===== src/rtl/cache_line_arbiter.sv =====
// cache_line_arbiter
//   Arbitrates I-cache line fills and D-cache line fills/writebacks onto one
//   shared physical-memory line port. One transaction in flight at a time;
//   grant and completion are both registered, so every output is a flop.
//
// Ports
//   clk, rst                     clock, synchronous active-high reset
//   icache_read/address          I-cache line read request (held until resp)
//   icache_rdata/resp            I-cache fill data and one-cycle completion
//   dcache_read/write/address    D-cache fill / writeback request
//   dcache_wdata                 D-cache writeback data
//   dcache_rdata/resp            D-cache fill data and one-cycle completion
//   pmem_read/write/address      shared-port request (address line-aligned)
//   pmem_wdata                   shared-port write data
//   pmem_rdata/resp              shared-port read data and completion
//
// Build option
//   CACHE_ARB_RR_EN  round-robin arbitration on conflicts (default: D over I)

module cache_line_arbiter #(
  parameter int LINE_WIDTH  = 256,
  parameter int ADDR_WIDTH  = 32,
  parameter int OFFSET_BITS = 5
) (
  input  logic                  clk,
  input  logic                  rst,
  input  logic                  icache_read,
  input  logic [ADDR_WIDTH-1:0] icache_address,
  output logic [LINE_WIDTH-1:0] icache_rdata,
  output logic                  icache_resp,
  input  logic                  dcache_read,
  input  logic                  dcache_write,
  input  logic [ADDR_WIDTH-1:0] dcache_address,
  input  logic [LINE_WIDTH-1:0] dcache_wdata,
  output logic [LINE_WIDTH-1:0] dcache_rdata,
  output logic                  dcache_resp,
  output logic                  pmem_read,
  output logic                  pmem_write,
  output logic [ADDR_WIDTH-1:0] pmem_address,
  output logic [LINE_WIDTH-1:0] pmem_wdata,
  input  logic [LINE_WIDTH-1:0] pmem_rdata,
  input  logic                  pmem_resp
);

  typedef enum logic [2:0] {IDLE, SERVE_I, SERVE_D, DONE_I, DONE_D} state_t;

  localparam logic [ADDR_WIDTH-1:0] ADDR_MASK = {ADDR_WIDTH{1'b1}} << OFFSET_BITS;

  state_t                state, state_d;
  logic                  pmem_read_d, pmem_write_d;
  logic                  icache_resp_d, dcache_resp_d;
  logic [ADDR_WIDTH-1:0] pmem_address_d;
  logic [LINE_WIDTH-1:0] pmem_wdata_d, icache_rdata_d, dcache_rdata_d;

  logic i_req, d_req, grant_d;

  assign i_req = icache_read;
  assign d_req = dcache_read | dcache_write;

`ifdef CACHE_ARB_RR_EN
  // last_grant: 1 = D-cache won the previous grant, 0 = I-cache.
  logic last_grant, last_grant_d;
  // On a conflict the side not granted last time wins.
  assign grant_d = d_req & (~i_req | ~last_grant);
`else
  assign grant_d = d_req;
`endif

  always_comb begin
    state_d        = state;
    pmem_read_d    = pmem_read;
    pmem_write_d   = pmem_write;
    pmem_address_d = pmem_address;
    pmem_wdata_d   = pmem_wdata;
    icache_resp_d  = icache_resp;
    dcache_resp_d  = dcache_resp;
    icache_rdata_d = icache_rdata;
    dcache_rdata_d = dcache_rdata;
`ifdef CACHE_ARB_RR_EN
    last_grant_d   = last_grant;
`endif
    case (state)
      IDLE: begin
        if (grant_d) begin
          // read+write together is treated as a writeback
          pmem_write_d   = dcache_write;
          pmem_read_d    = ~dcache_write;
          pmem_address_d = dcache_address & ADDR_MASK;
          pmem_wdata_d   = dcache_wdata;
          state_d        = SERVE_D;
`ifdef CACHE_ARB_RR_EN
          last_grant_d   = 1'b1;
`endif
        end else if (i_req) begin
          pmem_read_d    = 1'b1;
          pmem_write_d   = 1'b0;
          pmem_address_d = icache_address & ADDR_MASK;
          state_d        = SERVE_I;
`ifdef CACHE_ARB_RR_EN
          last_grant_d   = 1'b0;
`endif
        end
      end
      SERVE_I: begin
        if (pmem_resp) begin
          pmem_read_d    = 1'b0;
          pmem_write_d   = 1'b0;
          icache_rdata_d = pmem_rdata;
          icache_resp_d  = 1'b1;
          state_d        = DONE_I;
        end
      end
      SERVE_D: begin
        if (pmem_resp) begin
          pmem_read_d   = 1'b0;
          pmem_write_d  = 1'b0;
          if (!pmem_write) dcache_rdata_d = pmem_rdata;
          dcache_resp_d = 1'b1;
          state_d       = DONE_D;
        end
      end
      // One dead cycle so the requester can drop its request before the
      // next arbitration.
      DONE_I: begin
        icache_resp_d = 1'b0;
        state_d       = IDLE;
      end
      DONE_D: begin
        dcache_resp_d = 1'b0;
        state_d       = IDLE;
      end
      default: state_d = IDLE;
    endcase
  end

  always_ff @(posedge clk) begin
    if (rst) begin
      state        <= IDLE;
      pmem_read    <= 1'b0;
      pmem_write   <= 1'b0;
      pmem_address <= '0;
      pmem_wdata   <= '0;
      icache_resp  <= 1'b0;
      dcache_resp  <= 1'b0;
      icache_rdata <= '0;
      dcache_rdata <= '0;
`ifdef CACHE_ARB_RR_EN
      last_grant   <= 1'b0;
`endif
    end else begin
      state        <= state_d;
      pmem_read    <= pmem_read_d;
      pmem_write   <= pmem_write_d;
      pmem_address <= pmem_address_d;
      pmem_wdata   <= pmem_wdata_d;
      icache_resp  <= icache_resp_d;
      dcache_resp  <= dcache_resp_d;
      icache_rdata <= icache_rdata_d;
      dcache_rdata <= dcache_rdata_d;
`ifdef CACHE_ARB_RR_EN
      last_grant   <= last_grant_d;
`endif
    end
  end

endmodule


===== config.mk =====
export PLATFORM = sky130hd
export DESIGN_NAME = cache_line_arbiter
export DESIGN_NICKNAME = d
export VERILOG_FILES = /design/src/rtl/cache_line_arbiter.sv
export SDC_FILE = /design/constraint.sdc
export NUM_CORES = 2
export LEC_CHECK = 0
export CORE_AREA = 4 4 536 538
export DETAILED_ROUTE_END_ITERATION = 7
export DIE_AREA = 0 0 540 542
export PLACE_DENSITY = 0.3
export SETUP_SLACK_MARGIN = 0.15
export SYNTH_ARGS = -nofsm -noshare
export SYNTH_HDL_FRONTEND = slang
export SYNTH_SLANG_ARGS = --single-unit

===== constraint.sdc =====
create_clock -name clk -period 2.32 [get_ports clk]
set_clock_uncertainty 0.15 [all_clocks]
set_input_delay 0.464 -clock clk [delete_from_list [all_inputs] [get_ports clk]]
set_output_delay 0.464 -clock clk [all_outputs]
set_load 0.05 [all_outputs]

==> run_results.csv <==
group,metric,value,unit
status,status,"finished, final reports clean",
power,leakage,0.0197,uW
detailed_routing,ant_nets,0,
power,powerDensity,805,mW/mm^2
timing,relSlewSlack,65.8,%
setup_path,crit_type,"register to output port",
power,vdd_drop_max,0.000504,V
synthesis,ys_seq_area_share,54.2,%
run,max-cap-violations,0,
synthesis,ys_warn_count,0,
setup_path,path_buf_inv,1,
setup_path,critical_path.top_delay_family,"flip-flops",
timing,setup_viol,0,
detailed_routing,route.vias.total,33900,
global_routing,overflow,0,
global_routing,grt_max_degree,90,
timing,rsz0062_at_grt,"no",
timing,hold_viol_final,0,
synthesis,ys_ff_latch,802,
setup_path,cp_max_fo,2,
clock_network,clkTransAtPathRegs,0.06,ns
detailed_routing,vias_per_cell,3.76,
detailed_routing,wirelength,230,mm
timing,tightest_slew,0.511,ns
placement,place_area,0.0484,sq mm
global_routing,grt_first_pass_wirelength,304,mm
setup_path,cp-start-kind,"register",
synthesis,syn_inst,3648,
finish,finalInstanceArea,0.0523,sq mm
die,dieArea,0.293,sq mm
die,core_area,0.282,sq mm
placement,port_buffers,1370,
clock_network,htreeDepth,3,
timing,timing.final.crit_share,91.2,%
detailed_routing,wl_per_cell,25.4,microns
setup_path,path_cells,"buf_6",
finish,final.fill_count,31900,
timing,period_minus_slack,2.12,ns
clock_network,root_buffer,"clkbuf_16",
finish,drive_above_1_share,23.9,%
setup_path,critPathSlowestCell,"dfxtp_1",
setup_path,slowest_delay,0.45,ns
worst_hold_path,hp-class,"primary input to register",
die,fp.dieW,540,microns
placement,gp_congestion,0.872,
timing,hold-worst-slack,0.0937,ns
timing,fmax,0.473,GHz
setup_path,critPathCaptureType,"output port",
die,io_pins,1386,
finish,areaGrowthSynthToFinish,76.5,%
finish,nNetsFinal,5748,
setup_path,required,1.71,ns
die,fp-row-count,195,
die,fp.dieH,542,microns
synthesis,syn_area_per_cell,8.12,sq um
clock_network,tritoncts,"done",
clock_network,clock_latency,0.81,ns
clock_network,cts_buffers,113,
synthesis,ys_types,34,
global_routing,grt_pass1_vias,33800,
die,start_util,10.5,%
timing,fin_ws,0.205,ns
clock_network,clockBufferDepth,4,
detailed_routing,detailedRoute.firstIterationViolations,2204,
detailed_routing,post-route-drc-count,0,
placement,preCtsSetupSlack,-0.170,ns
synthesis,synth_area,0.0296,sq mm
global_routing,antenna_found_initial,114,
setup_path,crit_arrival,1.50,ns
detailed_routing,drt-pass1-iter-count,6,
placement,hpwlAfterDp,182,mm
timing,timing.final.max_slew_violations,0,
global_routing,grt_usage,14.8,%
clock_network,cts_sinks,802,
layout make-up:
| cell class | count | area, sq um | share of cell area (%) |
|---|---|---|---|
| Antenna cell | 29 | 72.6 | 0.139 |
| Clock buffer | 181 | 3500 | 6.68 |
| Clock inverter | 20 | 240 | 0.459 |
| Inverter | 2 | 15.0 | 0.0287 |
| Multi-Input combinational cell | 2451 | 11800 | 22.6 |
| Sequential cell | 802 | 16100 | 30.7 |
| Tap cell | 3743 | 4680 | 8.96 |
| Timing Repair Buffer | 1796 | 15900 | 30.4 |
layout by cell type, fill, tap and decap left out, types with 3 or more instances in the layout:
master / n
a21oi_1: 799
a311oi_1: 27
buf_12: 93
buf_2: 350
buf_4: 545
buf_6: 10
bufinv_16: 4
clkbuf_1: 29
clkbuf_16: 116
clkbuf_2: 5
clkbuf_8: 37
clkdlybuf4s15_2: 34
clkdlybuf4s18_2: 12
clkdlybuf4s50_1: 570
clkinv_2: 7
clkinv_4: 3
conb_1: 5
dfxtp_1: 790
dfxtp_2: 11
diode_2: 29
dlygate4sd3_1: 171
nand2_1: 566
nand3_1: 509
nand3_2: 3
o21ai_0: 161
o21ai_1: 354
power breakdown:
group | internal, uW | leakage (uW) | switching [uW]
clock | 10700 | 0.00184 | 7140
combinational | 3070 | 0.0113 | 6270
sequential | 14500 | 0.00654 | 421
cell families after synthesis:
kind of cell	count (synthesis)	synth area share [%]
compound gates	1346	23.1
xor+xnor	1	0.0296
buf+inv	399	6.31
flops	802	54.2
mux	2	0.0676
other cells	1	0.0127
simple gates	1097	16.3
what timing repair did:
| item | in CTS | in global routing |
|---|---|---|
| endpoints found under the setup margin | 453 | 439 |
| endpoints found under the hold margin | 231 | 0 |
| cloned | 1 | 1 |
| setup buffers | 1 | 2 |
| resized for setup | 1429 | 650 |
| hold buffers | 171 | 0 |
sequential cells by signal, summed over array words and instances (netlist names):
register / count
icache_rdata: 256
dcache_rdata: 256
pmem_wdata: 256
state: 3
dcache_resp: 1
pmem_read: 1
pmem_address: 27
pmem_write: 1
icache_resp: 1
cell usage after synthesis (all sizes together):
cell     instances  share of area [%]
buf            203                3.8
a211oi           2              0.051
nand2          566                7.2
inv              2              0.025
nor2b            2              0.042
a311oi          27               0.80
and4bb           1              0.042
o211ai           1              0.042
nor4bb           1              0.034
nor4             1              0.021
or2              1              0.021
or3              2              0.042
nor2             4              0.059
nand2b           2              0.042
a21oi          799                 13
nor3             2              0.051
o31ai            1              0.025
mux2i            2              0.068
nand3          512                8.6
nand4bb          2              0.076
and3b            1              0.030
xnor2            1              0.030
o21bai           1              0.025
dfxtp          802                 54
o21ai          515                8.7
conb             1              0.013
clkbuf         194                2.5
final timing paths:
| kind | slack (ns) | end | cells past startpoint | startpoint |
|---|---|---|---|---|
| worst max register to register | 0.28 | pmem_wdata[234]$_SDFFE_PP0P_ | 5 | state[1]$_SDFFE_PP0P_ |
| worst max-delay path | 0.20 | dcache_rdata[96] | 1 | dcache_rdata[96]$_SDFFE_PP0P_ |
| worst min-delay path | 0.09 | pmem_address[12]$_SDFFE_PP0P_ | 3 | dcache_address[12] |
| worst min register to register | 0.30 | icache_rdata[145]$_SDFFE_PP0P_ | 2 | icache_rdata[145]$_SDFFE_PP0P_ |
metal layers:
metal  up-vias  part of all wire [%]  track usage, %
met2      1401                    42            21.9
met3       306                    13            8.22
met1     16300                    42            18.1
met4        68                   3.1            4.88
met5         -                  0.20               0
li1      15800                     -               -
through the flow:
step	total power (uW)	instances	util, %	TNS (ns)
2_1_floorplan	19800	3652	-	0
3_3_place_gp	24600	8618	17.2	-23.61
3_5_place_dp	24600	8618	17.2	-28.55
4_1_cts	43200	8992	19.2	0
5_1_grt	43900	9009	18.5	0
6_report	42100	9024	18.5	0
(Power assumes the default switching activity.)
